## src/rtl/fetch_unit.sv

```systemverilog
// Instruction fetch stage: owns the PC, talks to instruction memory and fills the
// IF/ID pipeline register, honouring hazard holds, EX-stage redirects and HLT.
module fetch_unit (
  input  logic        clk,
  input  logic        rst,
  input  logic        pc_stall,
  input  logic        ifid_stall,
  input  logic        redirect_valid,
  input  logic [15:0] redirect_target,
  input  logic [15:0] imem_rdata,
  input  logic        imem_ready,
  output logic        imem_req,
  output logic [15:0] imem_addr,
  output logic [15:0] ifid_instr,
  output logic [15:0] ifid_pc1,
  output logic        ifid_valid,
  output logic        halted
);

  typedef enum logic [1:0] {
    S_FETCH = 2'd0,
    S_WAIT  = 2'd1,
    S_HALT  = 2'd2
  } state_e;

  localparam logic [3:0]  OP_HLT = 4'hF;
  localparam logic [15:0] NOP    = 16'h0000;

  state_e      state_q, state_d;
  logic [15:0] pc_q, pc_d;
  logic [15:0] instr_q, instr_d;
  logic [15:0] pc1_q, pc1_d;
  logic        valid_q, valid_d;
  logic        halted_q, halted_d;

  logic        hold;
  logic        accept;
  logic [15:0] pc_inc;

  assign hold   = pc_stall | ifid_stall;
  assign accept = imem_ready & ~hold & ~redirect_valid & (state_q != S_HALT);
  assign pc_inc = pc_q + 16'd1;

  // Next-state and IF/ID update; redirect outranks halt, hold and memory response.
  always_comb begin
    state_d = state_q;
    pc_d    = pc_q;
    instr_d = instr_q;
    pc1_d   = pc1_q;
    valid_d = valid_q;
    if (redirect_valid) begin
      state_d = S_FETCH;
      pc_d    = redirect_target;
      instr_d = NOP;
      valid_d = 1'b0;
    end else if (state_q == S_HALT) begin
      if (!hold) begin
        instr_d = NOP;
        valid_d = 1'b0;
      end else begin
        instr_d = instr_q;
        valid_d = valid_q;
      end
    end else if (hold) begin
      // A beat arriving under hold is dropped; the same address is re-requested.
      state_d = imem_ready ? S_FETCH : S_WAIT;
    end else if (accept) begin
      pc_d    = pc_inc;
      instr_d = imem_rdata;
      pc1_d   = pc_inc;
      valid_d = 1'b1;
      state_d = (imem_rdata[15:12] == OP_HLT) ? S_HALT : S_FETCH;
    end else begin
      state_d = S_WAIT;
      instr_d = NOP;
      valid_d = 1'b0;
    end
    halted_d = (state_d == S_HALT);
  end

  // State, PC and IF/ID registers.
  always_ff @(posedge clk) begin
    if (rst) begin
      state_q  <= S_FETCH;
      pc_q     <= 16'h0000;
      instr_q  <= 16'h0000;
      pc1_q    <= 16'h0000;
      valid_q  <= 1'b0;
      halted_q <= 1'b0;
    end else begin
      state_q  <= state_d;
      pc_q     <= pc_d;
      instr_q  <= instr_d;
      pc1_q    <= pc1_d;
      valid_q  <= valid_d;
      halted_q <= halted_d;
    end
  end

  assign imem_req   = (state_q != S_HALT);
  assign imem_addr  = pc_q;
  assign ifid_instr = instr_q;
  assign ifid_pc1   = pc1_q;
  assign ifid_valid = valid_q;
  assign halted     = halted_q;

endmodule

```

## config.mk

```make
export PLATFORM = sky130hd
export DESIGN_NAME = fetch_unit
export DESIGN_NICKNAME = d
export VERILOG_FILES = /design/src/rtl/fetch_unit.sv
export SDC_FILE = /design/constraint.sdc
export NUM_CORES = 1
export LEC_CHECK = 0
export ABC_AREA = 1
export BUFFER_PORTS_ARGS = -buffer_cell sky130_fd_sc_hd__buf_2
export CAP_MARGIN = 20
export CORE_AREA = 3 3 105 57
export CTS_CLUSTER_DIAMETER = 200
export DETAILED_ROUTE_END_ITERATION = 6
export DIE_AREA = 0 0 108 60
export GPL_ROUTABILITY_DRIVEN = 0
export PLACE_DENSITY = 0.86
export SETUP_SLACK_MARGIN = 0.4
export SYNTH_ARGS = -nofsm -noshare
export SYNTH_HDL_FRONTEND = slang
export SYNTH_SLANG_ARGS = --single-unit
export TNS_END_PERCENT = 30
```

## constraint.sdc

```tcl
create_clock -name clk -period 1.54 [get_ports clk]
set_input_delay 0.231 -clock clk [delete_from_list [all_inputs] [get_ports clk]]
set_output_delay 0.231 -clock clk [all_outputs]
set_load 0.03 [all_outputs]
```

; ---- Word-level counts from Yosys, hierarchy flattened
; Index checks and enable logic that the tools add are counted.
[word_totals]
regBits = 52
in_bits = 38
wordCells = 42
output_inout_bits = 51
[op_classes]
reduce_logical = 4
add_sub_neg = 1
eq_ne = 6
bitwise_logic = 7
mux = 18
[op_table]
columns = operator, count
row1 = two-way mux 16 bit, 8
row2 = "adder 16 x 1 -> 16 bit, second input constant", 1
row3 = two-way mux 2 bit, 5
row4 = "!= test 2 bit, second input constant", 3
row5 = two-way mux 1 bit, 5
row6 = "== test 2 bit, second input constant", 2
row7 = "== test 4 bit, second input constant", 1
row8 = AND reduction 4 bit, 1
row9 = AND 1 bit, 3
row10 = NOT 1 bit, 3
row11 = AND reduction 3 bit, 1
row12 = nonzero test 2 bit, 1
row13 = OR reduction 2 bit, 1
row14 = bitwise OR 1 bit, 1

; ---- Longest topological paths before layout
; Gate-level depths: netlist (run 1).
[depth]
depth_word = 10
depth_mapped = 10
ltp_nobuf = 9

; ---- Least setup slack after synthesis (run 1)
; OpenSTA, ideal clock, no wires.
[synth_path]
path_type = flip-flop to flip-flop
from = register pc_q[0], in the netlist imem_addr[0]
to = register pc1_q[14], in the netlist ifid_pc1[14]
stages_incl_launch_ff = 9
setup_slack_ps = -67
setup_ps = 113
n_path_buf = 0
t_arrival_ps = 1493
cell_sequence = dfxtp_1 ha_1 nand3_2 nor2_8 nand3_1 nand2_1 nand2_1 o21ai_1 inv_1
[synth_between]
elab_chain_cells = 1
[synth_rtl]
columns = item, line_no
row1 = "start, declared", 30  ; logic [15:0] pc_q, pc_d;
row2 = "start signal, assigned", 92  ; pc_q <= pc_d;
row3 = adder 16 x 1 -> 16 bit, 42  ; assign pc_inc = pc_q + 16'd1;
row4 = "end signal, assigned", 94  ; pc1_q <= pc1_d;
row5 = "end, declared", 32  ; logic [15:0] pc1_q, pc1_d;
; No other way between the ends.
; A chain may end at the register's enable or synchronous reset.

; ---- Worst setup path in the final report (run 1)
[layout_path]
from = register pc_q[1], in the netlist imem_addr[1]
to = register pc_q[6], in the netlist imem_addr[6]
[layout_between]
elab_chain_cells = 5
[layout_rtl]
columns = item, line_no
row1 = adder 16 x 1 -> 16 bit, 42
row2 = two-way mux 16 bit, 67  ; end else if (accept) begin
row3 = two-way mux 16 bit, 64  ; end else if (hold) begin
row4 = two-way mux 16 bit, 56  ; end else if (state_q == S_HALT) begin
row5 = two-way mux 16 bit, 51  ; if (redirect_valid) begin
; No other way between the ends. The select of a mux whose other input is x is not followed.

==> reports/qor.csv, run 1 <==
metric,value,unit
setup_viol,0,
cp.required,1790,ps
period_needed,1357,ps
crit_chain,ha_4 > nand3_4 > nor2_4 > nor2_1 > nor2_1 > nand2_1 > nand3_1 > nand2_1 > inv_1,
worst_pin_slew,335.8,ps
ys_seq_area_frac,0.4225,
root_buffer,clkbuf_8,
die-area,0.006480,mm2
synthTopCellsByArea,"dfxtp_1 (42%), nand2_1 (17%), a21oi_1 (6.3%)",
coreArea,0.004977,mm2
layout_common_cells,"nand2_1 (100), buf_2 (87), dfxtp_1 (37)",
synth_nets,389,
fin_worst_skew,5.551,ps
cp_num_buf_inv,1,
crit_family,simple AND/OR/NAND/NOR gates,
crit_fanout,5,
yosys.area.top_type,dfxtp_1,
postCtsHoldBufs,0,
slew_headroom,0.7753,
io_pins,89,
yosysWarnings,0,
synth_cell_types,31,
portBuffers,88,
finalPower,2627,uW
via_count,2618,
leakage,0.001680,uW
grt_pass1_wl,10750,um
outcome,completed,
ys_ff_latch,52,
min_path_type,in2reg,
ir_drop,0.0004142,V
htreeDepth,2,
top_layer,met4,
drt-met1-wl,2908,um
clk_pin_slew,90,ps
maxCapViolations,0,
start_util,0.4950,
max_freq,736.8,MHz
final_max_slew_viol_count,0,
wl_met3,404,um
wl_per_cell,13.07,um
fin_crit_sh,0.8814,
critPathMaxStageDelay,380,ps
drtIter0Drc,106,
mostFrequentLayoutCell,nand2_1,
avgSynthCellArea,7.039,um2
area_growth_syn_to_layout,38.65,%
hpwl,4669,um
synth_top_cell_area_share,0.4225,
nets,494,
nFillCells,400,
postRouteAntennaNets,0,
fp-row-count,18,
power.density,769.0,mW/mm2
die_h,60,um
reg2reg_slack,180,ps
grt_pass1_vias,2434,
cts_buffers,5,
tritoncts,yes,
grt_max_degree,20,
hold_viol,0,
drc_errors,0,
clk_latency,300,ps
grt_usage,0.2079,
drive_gt1_frac,0.4189,
tns,0,ps
antenna_found_initial,0,
die_width,108,um
drt-pass1-iter-count,4,
grt-ovfl-total,0,
diodes,0,
cts_buffer_depth,2,
endpoint_kind,flip-flop,
cts_sinks,52,
routed_wl,6877,um
crit_slowest_cell,dfxtp_4,
path_class,reg2reg,
vias_per_cell,4.977,
startpoint_type,flip-flop,
dr_wl_met2,3492,um
syn_area,0.002464,mm2
worstPathArrival,1610,ps
rsz0062_at_grt,yes,
syn-instance-count,350,
## worst paths after layout
kind | from | end | cells past startpoint
max | imem_addr[1] | imem_addr[6] | 9
min | imem_ready | state_q[0] | 2
max reg2reg | imem_addr[1] | imem_addr[6] | 9
min reg2reg | ifid_instr[0] | ifid_instr[0] | 2
## state kept, by name, indices dropped and copies added, names as in the netlist
signal      cells
state_q         2
halted          1
ifid_pc1       16
ifid_instr     16
ifid_valid      1
imem_addr      16
## report_power, final
group	switching (uW)	internal [uW]
registers	46.7	1380
logic	251	153
clock network	433	366
## stage by stage
step                area [um2]  utilization  cells  hold WS (ps)  setup WS, ps
global route              3416       0.6863    526         104.0         77.02
detailed placement        3019       0.6066    504         437.0         86.43
CTS                       3248       0.6526    522         114.2         220.4
floorplan                 2514            -    350         309.5         230.2
finish                    3416       0.6863    526         108.9         182.7
global placement          3019       0.6066    504         433.5         191.2
## cells by family (layout without fill, tap and decap cells)
logic type / count (synthesis) / count (layout) / synth area share
AND/OR/NAND/NOR: 187 / 188 / 0.3382
buffers and inverters: 55 / 160 / 0.1001
AO/OA/AOI/OAI: 52 / 52 / 0.1234
flip-flops: 52 / 52 / 0.4226
XOR/XNOR: 3 / 3 / 0.01067
adder cells (fa/ha/maj): 1 / 1 / 0.005078
## synth_stat cells, drive strengths merged
library cell and n:
nand2 116, dfxtp 52, nor2 44, inv 41
a21oi 35, nand3 20, o21ai 10, buf 9
nand4 6, a31oi 3, clkbuf 3, xnor2 3
clkinv 2, o21a 2, ha 1, nor4 1
o211ai 1, o21bai 1
## final cells by class
class,instances,area (um2),share of cell area
flip-flops and latches,52,1082,0.3169
clock inverters,1,7.507,0.002198
inverters,43,168.9,0.04945
multi-input cells,244,1341,0.3927
clock buffers,7,86.33,0.02527
repair buffers,108,633.1,0.1853
well taps,70,87.58,0.02564
repair inverters,1,8.758,0.002564
## worst reg2reg max path, delay by kind of cell, from the launching register on
family,cells,cell delay (ps)
buffers and inverters,1,60
adders and majority gates,1,140
and+or+nand+nor,7,720
DFF,1,380
## per-layer routing
layer / track usage / vias to the layer above
met5: 0 / -
met2: 0.3834 / 60
met1: 0.2467 / 1243
li1: - / 1307
met3: 0.05609 / 8
met4: 0.04496 / 0
## timing repair
| item | CTS | global route |
|---|---|---|
| gates resized for setup | 15 | 45 |
| endpoints found under the setup margin | 56 | 68 |
| pin swaps | 4 | 18 |
| gates cloned | 2 | 0 |
| buffers inserted | 8 | 4 |
Power figures use the tool's default switching activity.
==> inputs of run 2 (changes only) <==
--- a/config.mk
+++ b/config.mk
@@ -13,7 +13,7 @@
 export DETAILED_ROUTE_END_ITERATION = 6
 export DIE_AREA = 0 0 108 60
 export GPL_ROUTABILITY_DRIVEN = 0
-export PLACE_DENSITY = 0.86
+export PLACE_DENSITY = 0.77
 export SETUP_SLACK_MARGIN = 0.4
 export SYNTH_ARGS = -nofsm -noshare
 export SYNTH_HDL_FRONTEND = slang
==> run 2 against run 1 <==
Compared with the run above:
- the run now ends with DRC left
- utilization grew 1.6 points
- worst setup slack lost 13 ps
- flip-flop and latch count is the same
- highest routed layer unchanged
==> reports/qor.csv, run 2 (synthesis gave the netlist of run 1 again) <==
metric,value,unit,change
setup_viol,0,,unchanged
max_freq,729.5,MHz,was 736.8 MHz
rsz0062_at_grt,yes,,unchanged
diodes,0,,unchanged
grt_pass1_wl,10390,um,"was 10,750 um"
path_class,reg2out,,was reg2reg
multi_input_area,0.001381,mm2,was 0.001341 mm2
tritoncts,yes,,unchanged
hold_viol,0,,unchanged
coreArea,0.004977,mm2,unchanged
mostFrequentLayoutCell,nand2_1,,unchanged
grt_usage,0.2020,,was 0.2079
io_pins,89,,unchanged
wl_per_cell,12.85,um,was 13.07 um
postCtsHoldBufs,0,,unchanged
maxCapViolations,0,,unchanged
power.density,755.3,mW/mm2,was 769.0 mW/mm2
postRouteAntennaNets,0,,unchanged
drive_gt1_frac,0.4232,,was 0.4189
layout_common_cells,"nand2_1 (101), buf_2 (88), dfxtp_1 (38)",,"was nand2_1 (100), buf_2 (87), dfxtp_1 (37)"
grt_max_degree,20,,unchanged
tns,0,ps,unchanged
period_needed,1371,ps,was 1357 ps
nets,495,,was 494
start_util,0.4950,,unchanged
finalPower,2640,uW,was 2627 uW
vias_per_cell,4.897,,was 4.977
slew_headroom,0.7704,,was 0.7753
startpoint_type,flip-flop,,unchanged
cp.required,1310,ps,was 1790 ps
cts_sinks,52,,unchanged
hpwl,4494,um,was 4669 um
endpoint_kind,output port,,was flip-flop
grt_pass1_vias,2287,,"was 2,434"
worstPathArrival,1140,ps,was 1610 ps
via_count,2576,,"was 2,618"
cts_buffer_depth,2,,unchanged
worst_pin_slew,343.1,ps,was 335.8 ps
die_width,108,um,unchanged
root_buffer,clkbuf_8,,unchanged
cts_buffers,5,,unchanged
reg2reg_slack,220,ps,was 180 ps
drtIter0Drc,81,,was 106
ir_drop,0.0004364,V,was 0.0004142 V
crit_slowest_cell,dfxtp_2,,was dfxtp_4
crit_fanout,4,,was 5
final_max_slew_viol_count,0,,unchanged
failed_checks,DRC,,
min_path_type,in2reg,,unchanged
fin_crit_sh,0.8901,,was 0.8814
routed_wl,6760,um,was 6877 um
fp-row-count,18,,unchanged
clk_latency,300,ps,about the same
leakage,0.001715,uW,was 0.001680 uW
outcome,"finished, violations left",,was completed
htreeDepth,2,,unchanged
drt-pass1-iter-count,6,,was 4
grt-ovfl-total,0,,unchanged
crit_chain,inv_2 > nor2_4 > inv_1 > buf_2,,was ha_4 > nand3_4 > nor2_4 > nor2_1 > nor2_1 > nand2_1 > nand3_1 > nand2_1 > inv_1
area_growth_syn_to_layout,41.90,%,was 38.65%
seq_area,0.001071,mm2,was 0.001082 mm2
antenna_found_initial,0,,unchanged
clk_pin_slew,90,ps,about the same
die-area,0.006480,mm2,unchanged
fin_worst_skew,8.739,ps,was 5.551 ps
critPathMaxStageDelay,330,ps,was 380 ps
portBuffers,88,,unchanged
drc_errors,2,,was 0
nFillCells,456,,was 400
die_h,60,um,unchanged
==> run 2: final timing paths <==
path	start	end	cells after the start
worst max-delay path	state_q[1]	imem_req	4
worst max register to register	state_q[1]	ifid_pc1[7]	8
worst min-delay path	imem_ready	state_q[0]	2
worst min register to register	ifid_pc1[4]	ifid_pc1[4]	2
==> run 2: area by class of cell <==
class,instances,share of cell area
Timing Repair inverter,2,0.003579
Inverter,43,0.04975
Clock inverter,1,0.002505
Tap cell,70,0.02505
Sequential cell,52,0.3064
Timing Repair Buffer,108,0.1940
Clock buffer,6,0.02362
Multi-Input combinational cell,244,0.3951
==> run 2: timing repair <==
action / 4_1_cts / 5_1_grt
resized for setup: 11 / 49
endpoints found under the setup margin: 58 / 67
buffers inserted: 5 / 4
gates cloned: 3 / 3
hold endpoints to repair: 0 / 0
pin swaps: 4 / 13
==> run 2: worst max-delay path, delay by kind of cell (launching register included) <==
kind | cells | cell delay (ps)
DFF | 1 | 330
and+or+nand+nor | 1 | 190
buffers and inverters | 3 | 330
==> run 2: metal layers <==
metal	wire length [um]	global-route usage	part of all wire	vias to the layer above
met1	3008	0.2622	0.44	1183
met2	3195	0.3445	0.47	81
met4	23	0.02878	0.0034	0
met3	531	0.06041	0.079	4
li1	-	-	-	1308
met5	0	0	0	-
==> run 2: stage by stage <==
stage,std cells,setup WS [ps],instance area [um2],hold slack (ps),util
2_1_floorplan,350,230.2,2514,309.5,-
3_3_place_gp,504,166.4,3032,433.8,0.6091
4_1_cts,519,235.9,3223,121.4,0.6476
5_1_grt,526,107.4,3496,123.3,0.7024
6_report,526,169.3,3496,128.5,0.7024
3_5_place_dp,504,122.8,3032,440.9,0.6091
==> run 2: report_power, final <==
part / switching (uW) / internal (uW) / total [uW] / leakage [uW]
Clock: 434 / 359 / 793 / 0.0000473
Combinational: 262 / 159 / 421 / 0.00124
Sequential: 45.4 / 1380 / 1430 / 0.000430
Total: 741 / 1900 / 2640 / 0.00171
==> inputs of run 3 (changes only) <==
==> constraint.sdc (replaced) <==
create_clock -name clk -period 1.54 [get_ports clk]
set_input_delay 0 -clock clk [delete_from_list [all_inputs] [get_ports clk]]
set_output_delay 0 -clock clk [all_outputs]
set_load 0.03 [all_outputs]
==> run 3 against run 2 <==
Compared with the run above:
- clock skew shrank 0.60 ps
- power grew 1.2%
- the flow now finishes without violations
- register-to-register slack lost 20 ps
- cell count grew 5.3%
- non-clock buffer count grew 27
- first-iteration DRC count grew 77%
- count of clock-buffer cells in the layout is the same
==> reports/qor.csv, run 3 (synthesis gave the netlist of run 1 again) <==
metric,value,unit,change
outcome,completed,,"was finished, violations left"
seq_area,0.001066,mm2,was 0.001071 mm2
vias_per_cell,4.856,,was 4.897
wl_met3,534,um,was 531 um
postRouteAntennaNets,0,,unchanged
grt_max_degree,20,,unchanged
wl_per_cell,12.80,um,was 12.85 um
cp_num_buf_inv,1,,was 3
top_layer,met4,,unchanged
grt_pass1_wl,11300,um,"was 10,390 um"
nets,522,,was 495
p_comb_frac,0.171,,was 0.159
cts_sinks,52,,unchanged
min_path_type,in2reg,,unchanged
max_freq,746.2,MHz,was 729.5 MHz
nFillCells,404,,was 456
portBuffers,88,,unchanged
die_h,60,um,unchanged
root_buffer,clkbuf_8,,unchanged
clk_pin_slew,90,ps,about the same
area_growth_syn_to_layout,48.20,%,was 41.90%
period_needed,1340,ps,was 1371 ps
fin_crit_sh,0.8702,,was 0.8901
clk_latency,310,ps,was 300 ps
via_count,2690,,"was 2,576"
crit_fanout,5,,was 4
drtIter0Drc,143,,was 81
grt_pass1_vias,2511,,"was 2,287"
worst_pin_slew,453.1,ps,was 343.1 ps
drt-met1-wl,3045,um,was 3008 um
final_max_slew_viol_count,0,,unchanged
placed_cells,501,,was 504
grt-ovfl-total,0,,unchanged
slew_headroom,0.6961,,was 0.7704
rsz0062_at_grt,yes,,unchanged
hold_viol,0,,unchanged
drive_gt1_frac,0.3802,,was 0.4232
sw_frac_of_total,0.2869,,was 0.2807
endpoint_kind,flip-flop,,was output port
crit_slowest_cell,dfxtp_4,,was dfxtp_2
maxCapViolations,0,,unchanged
cts_buffers,5,,unchanged
grt_usage,0.2228,,was 0.2020
cts_buffer_depth,2,,unchanged
fp-row-count,18,,unchanged
final_cell_count_no_fill,554,,was 526
drc_errors,0,,was 2
cp.required,1760,ps,was 1310 ps
ir_drop,0.0004740,V,was 0.0004364 V
multi_input_area,0.001304,mm2,was 0.001381 mm2
startpoint_type,flip-flop,,unchanged
drt-pass1-iter-count,4,,was 6
power.density,732.2,mW/mm2,was 755.3 mW/mm2
path_class,reg2reg,,was reg2out
io_pins,89,,unchanged
die_width,108,um,unchanged
routed_wl,7089,um,was 6760 um
tritoncts,yes,,unchanged
p_clk_frac,0.294,,was 0.300
htreeDepth,2,,unchanged
worstPathArrival,1560,ps,was 1140 ps
layout_common_cells,"nand2_1 (102), buf_2 (88), dfxtp_1 (38)",,"was nand2_1 (101), buf_2 (88), dfxtp_1 (38)"
antenna_found_initial,0,,unchanged
critPathMaxStageDelay,390,ps,was 330 ps
crit_chain,ha_4 > nand3_4 > nor2_8 > nand3_2 > nand2_1 > nand2_2 > o21ai_2 > inv_1,,was inv_2 > nor2_4 > inv_1 > buf_2
setup_viol,0,,unchanged
tns,0,ps,unchanged
hpwl,4529,um,was 4494 um
coreArea,0.004977,mm2,unchanged
crit_family,simple AND/OR/NAND/NOR gates,,was flip-flops
p_seq_frac,0.534,,was 0.540
diodes,0,,unchanged
mostFrequentLayoutCell,nand2_1,,unchanged
dr_wl_met2,3406,um,was 3195 um
p_int,1906,uW,was 1899 uW
start_util,0.4950,,unchanged
die-area,0.006480,mm2,unchanged
dp_slack,182.5,ps,was 122.8 ps
switching_power,766.9,uW,was 741.1 uW
leakage,0.001772,uW,was 0.001715 uW
holdWs,10.47,ps,was 128.5 ps
fin_worst_skew,8.136,ps,was 8.739 ps
setup_ws,199.9,ps,was 169.3 ps
## run 3: area by class of cell
| cell class | count | share of cell area |
|---|---|---|
| multi-input combinational | 244 | 0.3571 |
| sequential | 52 | 0.2920 |
| timing repair buffer | 135 | 0.2485 |
| inverter | 43 | 0.04764 |
| tap | 70 | 0.02399 |
| clock buffer | 6 | 0.01988 |
| timing repair inverter | 2 | 0.006854 |
| clock inverter | 2 | 0.004112 |
## run 3: worst register-to-register path, cell delays in order (launching register included)
cell     delay (ps)
dfxtp_4         390
ha_4            160
nand3_4         130
nor2_8          190
nand3_2          70
nand2_1          80
nand2_2          70
o21ai_2         130
inv_1            40
## run 3: through the flow
step                        util  instance area [um2]  power, uW
final                     0.7335                 3651       2673
after global routing      0.7335                 3651       2798
after CTS                 0.7089                 3528       2663
after detailed placement  0.6021                 2997       1813
after global placement    0.6021                 2997       1810
after floorplan                -                 2514       1686
## run 3: path summary, 6_finish.rpt
kind / cells after the start / startpoint / slack [ps] / endpoint
max reg2reg: 8 / imem_addr[1] / 200 / ifid_pc1[12]
max: 8 / imem_addr[1] / 200 / ifid_pc1[12]
min: 5 / redirect_target[7] / 10 / imem_addr[7]
min reg2reg: 2 / ifid_pc1[6] / 470 / ifid_pc1[6]
## run 3: what timing repair did
action,CTS,global route
hold endpoints to repair,26,0
pin swaps,5,11
gates cloned,3,0
gates resized for setup,21,21
buffers inserted,10,6
hold buffers,26,0
endpoints found under the setup margin,51,52
## run 3: metal layers
metal | GRT usage | up-vias
met4 | 0.06835 | 0
met5 | 0 | -
li1 | - | 1368
met3 | 0.07335 | 12
met1 | 0.2633 | 1228
met2 | 0.3913 | 82
## run 3: power groups by stage
stage | Clock, uW | Sequential (uW) | Combinational [uW]
floorplan | 0 | 1520 | 163
detailed placement | 0 | 1460 | 354
global placement | 0 | 1460 | 352
global route | 865 | 1430 | 498
CTS | 804 | 1430 | 432
finish | 787 | 1430 | 458
